--- src/rtl/move_input_conditioner.sv ---
`default_nettype none
// +--------------------------------------------------------------------+
// | Module  : move_input_conditioner                                    |
// | Purpose : Synchronizes and debounces four raw push-buttons and      |
// |           turns each press into one move request that is held       |
// |           until the game FSM accepts it with ready.                 |
// | Option  : define AUTO_REPEAT_EN to re-issue a held direction after  |
// |           REPEAT_DELAY cycles, then every REPEAT_PERIOD cycles.     |
// | Revision: 1.0 - initial release                                     |
// +--------------------------------------------------------------------+
module move_input_conditioner #(
  parameter int DEBOUNCE_CYCLES = 500000,
  parameter int REPEAT_DELAY    = 50000000,
  parameter int REPEAT_PERIOD   = 20000000
) (
  input  logic Clk,
  input  logic Reset,
  input  logic BtnU,
  input  logic BtnD,
  input  logic BtnL,
  input  logic BtnR,
  input  logic ready,
  output logic up,
  output logic down,
  output logic left,
  output logic right,
  output logic busy
);

  localparam int c_DB_W = $clog2(DEBOUNCE_CYCLES) + 1;
  localparam logic [c_DB_W-1:0] c_DB_LAST = c_DB_W'(DEBOUNCE_CYCLES - 1);

  typedef enum logic [1:0] {
    S_IDLE = 2'd0,
    S_PEND = 2'd1,
    S_HOLD = 2'd2
  } state_t;

  // Bit order everywhere: [3]=up, [2]=down, [1]=left, [0]=right.
  logic [3:0] w_raw;
  logic [3:0] r_sync1;
  logic [3:0] r_sync2;
  logic [3:0] w_deb;
  logic [3:0] w_pick;
  logic [3:0] r_dir;
  logic [3:0] r_move;
  logic       r_busy;
  state_t     r_state;

  assign w_raw = {BtnU, BtnD, BtnL, BtnR};

  // Two-flop synchronizer for the asynchronous button inputs.
  always_ff @(posedge Clk or posedge Reset) begin
    if (Reset) begin
      r_sync1 <= 4'b0;
      r_sync2 <= 4'b0;
    end else begin
      r_sync1 <= w_raw;
      r_sync2 <= r_sync1;
    end
  end

  for (genvar gi = 0; gi < 4; gi++) begin : g_debounce
    logic              r_level;
    logic [c_DB_W-1:0] r_cnt;

    // Level flips only after DEBOUNCE_CYCLES consecutive disagreeing samples.
    always_ff @(posedge Clk or posedge Reset) begin
      if (Reset) begin
        r_level <= 1'b0;
        r_cnt   <= '0;
      end else if (r_sync2[gi] == r_level) begin
        r_cnt <= '0;
      end else if (r_cnt == c_DB_LAST) begin
        r_level <= ~r_level;
        r_cnt   <= '0;
      end else begin
        r_cnt <= r_cnt + 1'b1;
      end
    end

    assign w_deb[gi] = r_level;
  end

  // Fixed priority up > down > left > right, one-hot result.
  always_comb begin
    w_pick = 4'b0000;
    if (w_deb[3])      w_pick = 4'b1000;
    else if (w_deb[2]) w_pick = 4'b0100;
    else if (w_deb[1]) w_pick = 4'b0010;
    else if (w_deb[0]) w_pick = 4'b0001;
  end

`ifdef AUTO_REPEAT_EN
  localparam int c_REP_MAX = (REPEAT_DELAY > REPEAT_PERIOD) ? REPEAT_DELAY : REPEAT_PERIOD;
  localparam int c_REP_W   = $clog2(c_REP_MAX) + 1;
  localparam logic [c_REP_W-1:0] c_DELAY_LAST  = c_REP_W'(REPEAT_DELAY - 1);
  localparam logic [c_REP_W-1:0] c_PERIOD_LAST = c_REP_W'(REPEAT_PERIOD - 1);

  logic [c_REP_W-1:0] r_rep_cnt;
  logic               r_rep_off;   // latched button was released: no more repeats this press
  logic               r_rep_done;  // first repeat already issued: use the period
  logic [c_REP_W-1:0] w_rep_last;

  assign w_rep_last = r_rep_done ? c_PERIOD_LAST : c_DELAY_LAST;
`else
  logic w_unused_cfg;
  assign w_unused_cfg = (REPEAT_DELAY > 0) ^ (REPEAT_PERIOD > 0);
`endif

  // Request FSM: latch a direction, hold it until accepted, then wait for release.
  always_ff @(posedge Clk or posedge Reset) begin
    if (Reset) begin
      r_state <= S_IDLE;
      r_dir   <= 4'b0;
      r_move  <= 4'b0;
      r_busy  <= 1'b0;
`ifdef AUTO_REPEAT_EN
      r_rep_cnt  <= '0;
      r_rep_off  <= 1'b0;
      r_rep_done <= 1'b0;
`endif
    end else begin
      case (r_state)
        S_IDLE: begin
          if (|w_deb) begin
            r_dir   <= w_pick;
            r_move  <= w_pick;
            r_busy  <= 1'b1;
            r_state <= S_PEND;
          end
        end
        S_PEND: begin
          if (ready) begin
            r_move  <= 4'b0;
            r_state <= S_HOLD;
`ifdef AUTO_REPEAT_EN
            r_rep_cnt <= '0;
`endif
          end
        end
        S_HOLD: begin
          if (w_deb == 4'b0) begin
            r_busy  <= 1'b0;
            r_state <= S_IDLE;
`ifdef AUTO_REPEAT_EN
            r_rep_off  <= 1'b0;
            r_rep_done <= 1'b0;
          end else if (!r_rep_off) begin
            if ((w_deb & r_dir) == 4'b0) begin
              r_rep_off <= 1'b1;
            end else if (r_rep_cnt == w_rep_last) begin
              r_move     <= r_dir;
              r_rep_done <= 1'b1;
              r_rep_cnt  <= '0;
              r_state    <= S_PEND;
            end else begin
              r_rep_cnt <= r_rep_cnt + 1'b1;
            end
`endif
          end
        end
        default: begin
          r_move  <= 4'b0;
          r_busy  <= 1'b0;
          r_state <= S_IDLE;
        end
      endcase
    end
  end

  assign up    = r_move[3];
  assign down  = r_move[2];
  assign left  = r_move[1];
  assign right = r_move[0];
  assign busy  = r_busy;

endmodule
`default_nettype wire

--- config.mk ---
export PLATFORM = sky130hd
export DESIGN_NAME = move_input_conditioner
export DESIGN_NICKNAME = d
export VERILOG_FILES = /design/src/rtl/move_input_conditioner.sv
export SDC_FILE = /design/constraint.sdc
export NUM_CORES = 1
export LEC_CHECK = 0
export BUFFER_PORTS_ARGS = -buffer_cell sky130_fd_sc_hd__buf_2
export CAP_MARGIN = 20
export CORE_MARGIN = 2
export CORE_UTILIZATION = 30
export DETAILED_ROUTE_END_ITERATION = 8
export PLACE_DENSITY_LB_ADDON = 0.05
export SLEW_MARGIN = 25
export SYNTH_ARGS = -nofsm -noshare
export SYNTH_HDL_FRONTEND = slang
export SYNTH_SLANG_ARGS = --single-unit
--- constraint.sdc ---
create_clock -name Clk -period 3.7 [get_ports Clk]
set_clock_uncertainty 0.05 [all_clocks]
set_input_delay 0.37 -clock Clk [delete_from_list [all_inputs] [get_ports Clk]]
set_output_delay 0.37 -clock Clk [all_outputs]
set_load 0.02 [all_outputs]
==> flow_metrics.py <==
metrics = {
    "power": {
        "p_switching_uw": 477,
        "power_frac_comb_pct": 3.2,
        "p_int_mw": 1.65,
        "peakVddDrop_mv": 0.218,
        "switching_share_pct": 22.4,
        "clockPowerShare_pct": 44.6,
        "pwr-share-seq_pct": 52.2,
        "p_total_mw": 2.13,
        "leakagePower_nw": 2.05,
        "power_density_mw_per_mm2": 396,
    },
    "logic_synthesis": {
        "synth.top_cell.area_share_pct": 51.7,
        "async_flop_share_pct": 100,
        "synth.distinct_cells": 44,
        "syn_nets": 503,
        "syn-cell-area_mm2": 0.00479,
        "synth-seq-cells": 99,
        "synth.top_cells.by_area": "dfrtp_1 (52%), xnor2_1 (8.6%), nor2_1 (6.0%), nand4_1 (3.0%), nand3_1 (2.8%)",
        "synth_cells": 492,
        "synth_edf_count": 0,
        "yosys_warnings": 0,
        "avgSynthCellArea_um2": 9.74,
        "synth-main-ff-cell": "dfrtp_1",
        "synth_top_area_cell": "dfrtp_1",
        "seq_area_frac_synth_pct": 51.7,
    },
    "floorplanning": {
        "die_h_um": 130,
        "io_pins": 12,
        "core-area_mm2": 0.0158,
        "die_w_um": 130,
        "dieArea_mm2": 0.0170,
        "initial_core_util_pct": 30.4,
        "rows": 46,
    },
    "global_route": {
        "grt_pass1_wl_um": 17000,
        "antenna_found_initial": 0,
        "grt_pass1_vias": 3376,
        "grt-ovfl-total": 0,
        "grt_start_max_net_pins": 67,
        "grt_usage_pct": 12.8,
    },
    "sta": {
        "hold_viol": 0,
        "slew_headroom_pct": 43.4,
        "finalSetupTns_ns": 0,
        "fmax_mhz": 399,
        "drv_slew": 0,
        "setup_viol": 0,
        "tightest_slew_ns": 0.849,
        "min_period_ns": 2.51,
        "fin_crit_sh_pct": 67.8,
        "rsz0062_at_grt": "no",
    },
    "placed_design": {
        "place_inst": 712,
        "gp_congestion": 0.782,
        "numPortBuffers": 11,
        "dpl_cell_area_mm2": 0.00509,
        "dp_hpwl_um": 6660,
    },
    "worst_setup_path": {
        "worstSetupPathType": "reg2reg",
        "crit_arrival_ns": 2.66,
        "worstPathRequired_ns": 3.85,
        "crit_fanout": 18,
        "cp-end-kind": "flop",
        "start_kind": "flop",
    },
    "final_layout": {
        "final_cell_mix": "dfrtp_1 (99), nor2_1 (76), xnor2_1 (47)",
        "final_util_pct": 34.1,
        "syn_to_final_growth_pct": 12.4,
        "layout_commonest_cell": "dfrtp_1",
        "nets": 518,
        "final_area_mm2": 0.00538,
        "drive_above_1_share_pct": 10.2,
        "num_antenna_cells": 0,
        "fillers": 1640,
        "multi_input_area_mm2": 0.00216,
        "seqCellArea_mm2": 0.00248,
        "final_cell_count_no_fill": 727,
    },
    "routing": {
        "wl_um": 9870,
        "ant_nets": 0,
        "num_vias": 3503,
        "drcViolationCount": 0,
        "drtIter0Drc": 210,
        "wl_per_cell_um": 13.6,
        "viasPerCell": 4.82,
        "firstDrtPassIters": 6,
    },
    "clocking": {
        "cts_buffers": 9,
        "clock-sinks": 99,
        "worstSkewPairLatency_ns": 0.35,
        "path_clk_slew_ns": 0.07,
        "cts_tree": "done",
        "cts_resized": 0,
        "root_buffer": "clkbuf_16",
        "ctsHoldBuffers": 0,
        "clk_path_buf_depth": 2,
        "htree_levels": 3,
        "post-cts-setup-buffers": 0,
    },
    "flow_run": {
        "drv_cap": 0,
    },
    "run_status": {
        "status": "finished clean",
    },
    "worst_hold_path": {
        "hp-class": "in2reg",
    },
}
## synthesized netlist by cell type (2+ instances only)
master and number:
a21oi_1 22, a31o_2 5, and2_1 2, buf_2 4
clkbuf_1 4, dfrtp_1 99, ha_1 4, inv_1 26
mux2_2 4, nand2_1 28, nand3_1 27, nand4_1 23
nor2_1 76, nor2b_1 3, nor3_1 22, nor4_1 16
nor4b_1 4, o21ai_0 14, o31ai_1 6, or2_2 3
or3_1 11, or4_1 10, or4b_2 3, xnor2_1 47
xor2_1 10
## kinds of logic after synthesis
logic type | after synthesis | synth area share [%]
compound gates | 52 | 6.69
xor+xnor | 57 | 10.4
fa+ha+maj | 5 | 1.25
buf+inv | 36 | 3.11
flops | 99 | 51.7
mux | 4 | 0.940
simple gates | 239 | 25.9
## metal layers
metal / wire length (um) / share of wire [%] / vias to the layer above / global-route usage (%)
met5: 0 / 0 / - / 0
met4: 150 / 1.5 / 0 / 4.01
met3: 273 / 2.8 / 14 / 3.87
met2: 4500 / 46 / 33 / 20.0
met1: 4940 / 50 / 1699 / 17.2
li1: - / - / 1757 / -
## metrics by stage
stage / worst slack [ns] / hold slack [ns]
global placement: 1.24 / 0.284
detailed placement: 1.19 / 0.286
finish: 1.19 / 0.0695
CTS: 1.18 / 0.0514
global route: 0.941 / 0.0514
floorplan: 0.690 / 0.281
## sequential cells by signal (all words and copies together), names as in the netlist
name and count:
g_debounce.r_level 4, r_sync2 4, g_debounce.r_cnt 80, r_state 2
r_move 4, busy 1, r_sync1 4
## layout make-up
class | instances | share of cell area, %
tap | 216 | 5.02
inverter | 26 | 1.86
multi-input combinational | 357 | 40.2
sequential | 99 | 46.0
timing repair buffer | 14 | 1.44
clock inverter | 5 | 1.00
clock buffer | 10 | 4.44
## worst paths after layout
| check | start | to | slack (ns) | cells after the start |
|---|---|---|---|---|
| setup / recovery | g_debounce[3].r_cnt[0]$_DFF_PP0_ | g_debounce[3].r_cnt[9]$_DFF_PP0_ | 1.19 | 5 |
| hold / removal | BtnL | r_sync1[1]$_DFF_PP0_ | 0.07 | 1 |
| setup reg to reg | g_debounce[3].r_cnt[0]$_DFF_PP0_ | g_debounce[3].r_cnt[9]$_DFF_PP0_ | 1.19 | 5 |
| hold reg to reg | r_sync1[2]$_DFF_PP0_ | r_sync2[2]$_DFF_PP0_ | 0.30 | 0 |
| max in group asynchronous | Reset | g_debounce[2].r_cnt[9]$_DFF_PP0_ | 2.64 | 3 |
| min in group asynchronous | Reset | g_debounce[0].r_cnt[6]$_DFF_PP0_ | 0.14 | 2 |
## critical path, cell delays in order, from the launching register on
cell,delay (ns)
dfrtp_1,0.41
ha_1,0.22
nand4_1,0.27
or4_1,0.64
o21bai_2,0.64
nor2_1,0.12
## power by group through the flow
| stage | combinational [mW] | sequential (mW) | clock (mW) |
|---|---|---|---|
| after floorplan | 0.0518 | 1.13 | 0 |
| after global placement | 0.0717 | 1.13 | 0 |
| final | 0.0675 | 1.11 | 0.950 |
| after global routing | 0.0819 | 1.11 | 1.04 |
| after detailed placement | 0.0714 | 1.13 | 0 |
| after CTS | 0.0717 | 1.11 | 0.996 |
Power figures use the tool's default switching activity.
